[src/rtl/btb_ctrl.sv]
// BTB write-side controller.
// After reset or a flush it invalidates every BTB set, one set per cycle. Otherwise it
// accepts resolved branches from EX and queues BTB writes for mispredicted branches only.
// The queue drains one write per cycle, in order. It also keeps a saturating count of
// mispredicts.
module btb_ctrl #(
  parameter int unsigned SET_ADDR_LEN = 12,
  parameter int unsigned TAG_ADDR_LEN = 1,
  parameter int unsigned FIFO_DEPTH   = 4
) (
  input  logic                    clk,
  input  logic                    rst,
  input  logic                    upd_valid,
  input  logic [31:0]             upd_pc,
  input  logic [31:0]             upd_target,
  input  logic                    upd_taken,
  input  logic                    upd_pred_take,
  output logic                    upd_ready,
  input  logic                    flush_req,
  output logic                    busy,
  output logic                    wr_en,
  output logic [SET_ADDR_LEN-1:0] wr_set,
  output logic [TAG_ADDR_LEN-1:0] wr_tag,
  output logic [31:0]             wr_target,
  output logic                    wr_valid,
  output logic [15:0]             mispred_cnt
);

  localparam int unsigned PtrW = $clog2(FIFO_DEPTH);
  localparam logic [SET_ADDR_LEN-1:0] LastSet = '1;

  typedef enum logic [0:0] {StClear, StRun} state_e;

  state_e                  state_q, state_d;
  logic [SET_ADDR_LEN-1:0] clr_idx_q, clr_idx_d;
  logic [PtrW:0]           wptr_q, wptr_d, rptr_q, rptr_d;
  logic [15:0]             cnt_q, cnt_d;

  logic [SET_ADDR_LEN-1:0] fifo_set_q    [FIFO_DEPTH];
  logic [TAG_ADDR_LEN-1:0] fifo_tag_q    [FIFO_DEPTH];
  logic [31:0]             fifo_target_q [FIFO_DEPTH];
  logic                    fifo_valid_q  [FIFO_DEPTH];

  logic                    fifo_full, fifo_empty;
  logic                    accept, mispred, enq, deq;
  logic [SET_ADDR_LEN-1:0] upd_set;
  logic [TAG_ADDR_LEN-1:0] upd_tag;
  logic [PtrW-1:0]         head_idx;

  assign upd_set  = upd_pc[SET_ADDR_LEN+1:2];
  assign upd_tag  = upd_pc[TAG_ADDR_LEN+SET_ADDR_LEN+1:SET_ADDR_LEN+2];
  assign head_idx = rptr_q[PtrW-1:0];

  // The PC bits above the tag and the byte-offset bits take no part in set/tag.
  if (TAG_ADDR_LEN + SET_ADDR_LEN + 2 < 32) begin : g_pc_hi
    logic unused_pc_hi;
    assign unused_pc_hi = ^upd_pc[31:TAG_ADDR_LEN+SET_ADDR_LEN+2];
  end
  logic unused_pc_lo;
  assign unused_pc_lo = ^upd_pc[1:0];

  // The extra pointer bit tells a full queue apart from an empty one.
  assign fifo_empty = (wptr_q == rptr_q);
  assign fifo_full  = (wptr_q[PtrW] != rptr_q[PtrW]) &&
                      (wptr_q[PtrW-1:0] == rptr_q[PtrW-1:0]);

  assign accept      = upd_valid & upd_ready;
  assign mispred     = upd_taken ^ upd_pred_take;
  assign deq         = !rst && (state_q == StRun) && !fifo_empty;
  assign mispred_cnt = cnt_q;

  // Outputs: forced idle while in reset; clear writes in CLEAR; queue head in RUN.
  always_comb begin
    busy      = 1'b0;
    upd_ready = 1'b0;
    wr_en     = 1'b0;
    wr_set    = '0;
    wr_tag    = '0;
    wr_target = '0;
    wr_valid  = 1'b0;
    if (rst) begin
      busy = 1'b1;
    end else if (state_q == StClear) begin
      busy   = 1'b1;
      wr_en  = 1'b1;
      wr_set = clr_idx_q;
    end else begin
      upd_ready = !fifo_full;
      if (!fifo_empty) begin
        wr_en     = 1'b1;
        wr_set    = fifo_set_q[head_idx];
        wr_tag    = fifo_tag_q[head_idx];
        wr_target = fifo_target_q[head_idx];
        wr_valid  = fifo_valid_q[head_idx];
      end
    end
  end

  // Next state: clear sweep, queue pointers and the saturating mispredict counter.
  always_comb begin
    state_d   = state_q;
    clr_idx_d = clr_idx_q;
    wptr_d    = wptr_q;
    rptr_d    = rptr_q;
    cnt_d     = cnt_q;
    enq       = 1'b0;

    // A mispredict accepted in a flush cycle still counts, even though its write is dropped.
    if (accept && mispred && (cnt_q != 16'hFFFF)) cnt_d = cnt_q + 16'd1;

    unique case (state_q)
      StClear: begin
        // A flush request here is ignored; the sweep runs to the last set.
        clr_idx_d = clr_idx_q + 1'b1;
        if (clr_idx_q == LastSet) state_d = StRun;
      end
      StRun: begin
        if (flush_req) begin
          state_d   = StClear;
          clr_idx_d = '0;
          rptr_d    = wptr_q;
        end else begin
          enq = accept && mispred;
          if (enq) wptr_d = wptr_q + 1'b1;
          if (deq) rptr_d = rptr_q + 1'b1;
        end
      end
      default: state_d = StClear;
    endcase
  end

  // State register with synchronous reset.
  always_ff @(posedge clk) begin
    if (rst) begin
      state_q   <= StClear;
      clr_idx_q <= '0;
      wptr_q    <= '0;
      rptr_q    <= '0;
      cnt_q     <= '0;
    end else begin
      state_q   <= state_d;
      clr_idx_q <= clr_idx_d;
      wptr_q    <= wptr_d;
      rptr_q    <= rptr_d;
      cnt_q     <= cnt_d;
    end
  end

  // Queue storage. Entries need no reset because the pointers decide validity.
  // A taken branch installs its target; a not-taken branch writes an invalid entry.
  always_ff @(posedge clk) begin
    if (enq) begin
      fifo_set_q[wptr_q[PtrW-1:0]]    <= upd_set;
      fifo_tag_q[wptr_q[PtrW-1:0]]    <= upd_tag;
      fifo_target_q[wptr_q[PtrW-1:0]] <= upd_taken ? upd_target : 32'd0;
      fifo_valid_q[wptr_q[PtrW-1:0]]  <= upd_taken;
    end
  end

endmodule

[config.mk]
export PLATFORM = sky130hd
export DESIGN_NAME = btb_ctrl
export DESIGN_NICKNAME = d
export VERILOG_FILES = /design/src/rtl/btb_ctrl.sv
export SDC_FILE = /design/constraint.sdc
export NUM_CORES = 1
export LEC_CHECK = 0
export ABC_AREA = 1
export CORE_ASPECT_RATIO = 0.75
export CORE_MARGIN = 3
export CORE_UTILIZATION = 59
export DETAILED_ROUTE_END_ITERATION = 10
export PLACE_DENSITY_LB_ADDON = 0.2
export SYNTH_ARGS = -nofsm -noshare
export SYNTH_HDL_FRONTEND = slang
export SYNTH_SLANG_ARGS = --single-unit
[constraint.sdc]
create_clock -name clk -period 6.85 [get_ports clk]
set_input_delay 1.0275 -clock clk [delete_from_list [all_inputs] [get_ports clk]]
set_output_delay 1.0275 -clock clk [all_outputs]
set_load 0.01 [all_outputs]
# Word-level counts from Yosys, hierarchy flattened
# Memories as Yosys holds them, arrays and structs flattened. A register that Yosys moved wholly into a read port is not among the register bits.
# Cells that the tools add are included.
[op_classes] addsub=4 n_eq_ne=6 n_mux=39 bitwise=4 n_reduce_logical=11
[ops] op="two-way mux 32 bit" n=4
[ops] op="two-way mux 12 bit" n=4
[ops] op="one-hot mux 12 bit (2 select lines)" n=1
[ops] op="two-way mux 1 bit" n=19
[ops] op="adder 16 x 1 -> 16 bit (second input constant)" n=1
[ops] op="two-way mux 2 bit" n=8
[ops] op="!= test 16 bit (second input constant)" n=1
[ops] op="adder 12 x 1 -> 12 bit (second input constant)" n=1
[ops] op="equality test 12 bit (second input constant)" n=1
[ops] op="adder 3 x 1 -> 3 bit (second input constant)" n=2
[ops] op="two-way mux 3 bit" n=2
[ops] op="logical AND 1 bit" n=5
[ops] op="equality test 3 bit" n=1
[ops] op="logical NOT 1 bit" n=3
[ops] op="AND reduction 3 bit" n=1
[ops] op="equality test 2 bit" n=1
[ops] op="!= test 2 bit (second input constant)" n=1
[ops] op="NOT 1 bit" n=2
[ops] op="one-hot mux 1 bit (2 select lines)" n=1
[ops] op="AND reduction 2 bit" n=1
[ops] op="nonzero test 2 bit" n=1
[ops] op="AND 1 bit" n=1
[ops] op="!= test 1 bit" n=1
[ops] op="XOR 1 bit" n=1
[word_totals] ff_bits=35 mem_bits_rw=184 inputBits=70 out_inout_bits=65 wordCells=73 mem_count=4
[mem_list] name="fifo_target_q" depth=4 width=32 rd=1 rd_clocked_by_memory_dff=1 write_ports=1 line="41" text="logic [31:0] fifo_target_q [FIFO_DEPTH];"
[mem_list] name="fifo_set_q" depth=4 width=12 rd=1 rd_clocked_by_memory_dff=1 write_ports=1 line="39" text="logic [SET_ADDR_LEN-1:0] fifo_set_q [FIFO_DEPTH];"
[mem_list] name="fifo_tag_q" depth=4 width=1 rd=1 rd_clocked_by_memory_dff=1 write_ports=1 line="40" text="logic [TAG_ADDR_LEN-1:0] fifo_tag_q [FIFO_DEPTH];"
[mem_list] name="fifo_valid_q" depth=4 width=1 rd=1 rd_clocked_by_memory_dff=1 write_ports=1 line="42" text="logic fifo_valid_q [FIFO_DEPTH];"

# Longest topological paths before layout
[depth] ltp_word=11 ltp_mapped=10 mapped_depth_nobuf=10

# Worst setup path before layout
# No wires, ideal clock.
[synth_timing] path_type="input to register" startpoint="input port upd_taken" endpoint="memory fifo_set_q[0][0], enable pin" setup_time_ps=450 arrival_ps=3630 t_required_ps=6400 path_slack_ps=2771 cell_stages=6 n_path_buf=1 path_cell_list="buf_6 > nand2_1 > nand2_1 > nor2_2 > nand4_1 > nor2_1"
[synth_via] elab_chain_cells=6
[synth_lines] item="start: declaration" line="16" text="input logic upd_taken,"
[synth_lines] item="XOR 1 bit" line="68" text="assign mispred = upd_taken ^ upd_pred_take;"
[synth_lines] item="logical AND 1 bit" line="123" text="enq = accept && mispred;"
[synth_lines] item="two-way mux 1 bit" line="118" text="if (flush_req) begin"
[synth_lines] item="two-way mux 1 bit" line="111" text="unique case (state_q)"
[synth_lines] item="two-way mux 1 bit" line="152" text="if (enq) begin"
[synth_lines] item="two-way mux 1 bit (implied by the code)" line="153" text="fifo_set_q[wptr_q[PtrW-1:0]] <= upd_set;"
[synth_lines] item="end: declaration" line="39"
# Every way passes these cells.

==> results.py <==
metrics = {
    "outcome": {
        "outcome": "finished clean",
    },
    "global_routing": {
        "grt_max_degree": 94,
        "grt_pass1_wl_um": 32840,
        "grt-ovfl-total": 0,
        "antenna_found_initial": 0,
        "first_global_vias": 6575,
        "groute.usage.overall_pct": 22.96,
    },
    "yosys": {
        "netlist_instances": 945,
        "async_flop_share_pct": 0,
        "synthFlopType": "edfxtp_1",
        "synthMuxAreaShare_pct": 0,
        "synth_fa_ha_area_share_pct": 0.9174,
        "ys_seq_elements": 221,
        "synth_edf_count": 184,
        "synth_largest_area_cell": "edfxtp_1",
        "yosys.area_share.simple_pct": 15.67,
        "yosysTopAreaCellShare_pct": 57.88,
        "ys_types": 33,
        "synth_xor_area_share_pct": 0.8257,
        "synth_area_leaders": "edfxtp_1 (58%), nor2_1 (8.2%), dfxtp_1 (7.8%)",
        "synth.avg_cell_area_um2": 10.10,
        "synth_seq_area_share_pct": 65.64,
        "synth_top_family_by_area": "simple AND/OR/NAND/NOR gates",
        "syn_area_um2": 9547,
        "syn_nets": 1022,
        "synth_compound_area_share_pct": 11.65,
        "yosysWarnings": 0,
    },
    "drt": {
        "drt_drc_violations_left": 0,
        "wire_per_inst_um": 16.19,
        "viasPerCell": 5.474,
        "drt_pass1_iterations": 5,
        "vias": 6924,
        "drt_iter0_markers": 682,
        "finalWirelength_um": 20480,
        "ant_nets": 0,
    },
    "timing": {
        "setup_viol": 0,
        "finalCritPeriodShare_pct": 72.37,
        "tns_ns": 0,
        "skew_ns": 0.01039,
        "slew_violations": 0,
        "max_slew_margin_pct": 33.23,
        "max_freq_mhz": 201.7,
        "worst_slew_pin_slew_ns": 1.002,
        "hold_violations": 0,
        "rsz0062_at_grt": "no",
        "min_period_ns": 4.958,
    },
    "die": {
        "io_pins": 135,
        "fp.dieH_um": 116.2,
        "rows": 39,
        "fp.dieArea_um2": 17760,
        "coreArea_um2": 15520,
        "die_x_um": 152.9,
        "start_util_pct": 61.52,
    },
    "clocking": {
        "clkSinkCount": 221,
        "cts-root-buf": "clkbuf_16",
        "htree_levels": 1,
        "cts_tree": "built",
        "clk_path_buf_depth": 3,
        "ctsResizeCount": 0,
        "postCtsHoldBufs": 0,
        "post_cts_buffers": 0,
        "numCtsBuffers": 21,
        "insertion_delay_ns": 0.50,
        "clkSlewWorstSetupHoldPaths_ns": 0.06,
    },
    "worst_setup_path": {
        "cpPeakStageDelay_ns": 0.99,
        "path_buf_inv": 3,
        "required_ns": 5.82,
        "path_cells": "clkinv_1, buf_4, nor2_1, o21ai_0, a21oi_1, clkdlybuf4s50_1",
        "critPathLaunchType": "flop",
        "cp_data_arrival_time_ns": 3.93,
        "crit_type": "reg -> out",
        "crit_family": "buffers and inverters",
        "r2r-start": "state_q",
        "end_kind": "primary output",
        "cp_max_fo": 47,
        "r2r_cells": 5,
        "cp_slowest_cell": "dfxtp_2",
        "worst-path-stages": 6,
    },
    "worst_hold_path": {
        "whs_path_depth": 1,
        "min_from": "clr_idx_q[4]",
        "holdCritPathClass": "reg -> reg",
    },
    "power": {
        "leakagePower_nw": 4.199,
        "power_density_nw_per_um2": 239.0,
        "power_w": 0.002767,
        "irDropWorstVdd_mv": 0.1764,
    },
    "cells_and_area": {
        "fillers": 1089,
        "antenna-diode-count": 0,
        "fin_util_pct": 74.60,
        "syn_to_final_growth_pct": 21.26,
        "regArea_um2": 6269,
        "multi_input_area_um2": 2805,
        "final_nets": 1122,
        "drive_above_1_share_pct": 6.038,
    },
    "placement": {
        "gp_congestion": 0.8517,
        "dpl.hpwl_um": 11840,
        "io_buffers": 115,
    },
    "flow_run": {
        "cap_violations": 0,
    },
}
[worst paths after layout]
path	to	slack, ns
setup / recovery	wr_target[4]	1.89
hold reg to reg	clr_idx_q[4]	0.47
setup reg to reg	fifo_tag_q[2]	3.17
hold / removal	clr_idx_q[4]	0.47
[state kept, by name, indices dropped and copies added (netlist names), named ones only]
signal / flops
fifo_set_q: 48
fifo_target_q: 128
fifo_valid_q: 4
rptr_q: 3
mispred_cnt: 16
clr_idx_q: 12
wptr_q: 3
state_q: 1
fifo_tag_q: 4
[per-layer routing]
layer	part of all wire, %	wire, um	vias up	track usage (%)
met5	0	0	-	0
met4	1.9	379	0	6.113
met3	6.9	1419	34	3.556
met2	47	9686	256	38.97
met1	44	8991	3236	31.79
li1	-	-	3398	-
[metrics by stage]
step,std cells,hold slack (ns),setup WS [ns],instance area [um^2]
detailed placement,1227,0.4572,2.403,10830
global placement,1227,0.4332,2.363,10830
finish,1265,0.4664,1.892,11580
CTS,1265,0.4649,1.829,11580
floorplan,945,0.4218,2.771,9547
global route,1265,0.4817,1.590,11580
[placed cells by master, fill, tap and decap left out, types with 5 or more instances in the layout]
master	n
a21oi_1	65
buf_4	9
bufinv_16	5
clkbuf_16	21
clkdlybuf4s50_1	115
dfxtp_1	35
edfxtp_1	184
ha_1	7
inv_1	71
nand2_1	130
nand3_1	11
nor2_1	205
nor2_4	6
o21ai_0	132
o22ai_1	11
xor2_1	7
[cell usage after synthesis, types with 2 or more instances]
cell type / number
edfxtp_1: 184
o21ai_0: 132
a21oi_1: 65
nand3_2: 2
nand3_1: 11
nor2_4: 2
xor2_1: 7
inv_1: 71
a31oi_1: 2
inv_2: 3
ha_1: 7
buf_2: 20
xnor2_1: 2
nand4_1: 4
nand2_1: 130
buf_6: 3
a211oi_1: 2
o22ai_1: 11
clkbuf_1: 24
nor2_1: 209
nor3_1: 4
nor2_2: 2
dfxtp_1: 37
nand2_2: 2
[report_power, final]
part | internal (W) | total, W | switching [W]
Combinational | 0.0000340 | 0.0000689 | 0.0000349
Clock | 0.000755 | 0.00124 | 0.000488
Sequential | 0.00145 | 0.00146 | 0.00000162
Total | 0.00224 | 0.00277 | 0.000525
[cell families (layout without fill, tap and decap cells)]
family	Yosys count	count (layout)
adder cells (fa/ha/maj)	7	7
flip-flops	221	221
XOR/XNOR	9	9
AND/OR/NAND/NOR	370	370
buffers and inverters	122	237
AO/OA/AOI/OAI	216	216
[cell type report]
cell class	count	share of cell area [%]
timing repair buffer	124	10.53
inverter	75	2.432
multi-input combinational	602	24.23
clock inverter	16	1.870
tap	205	2.216
clock buffer	22	4.572
sequential	221	54.15
No activity file was read; power rests on OpenSTA's default activity.
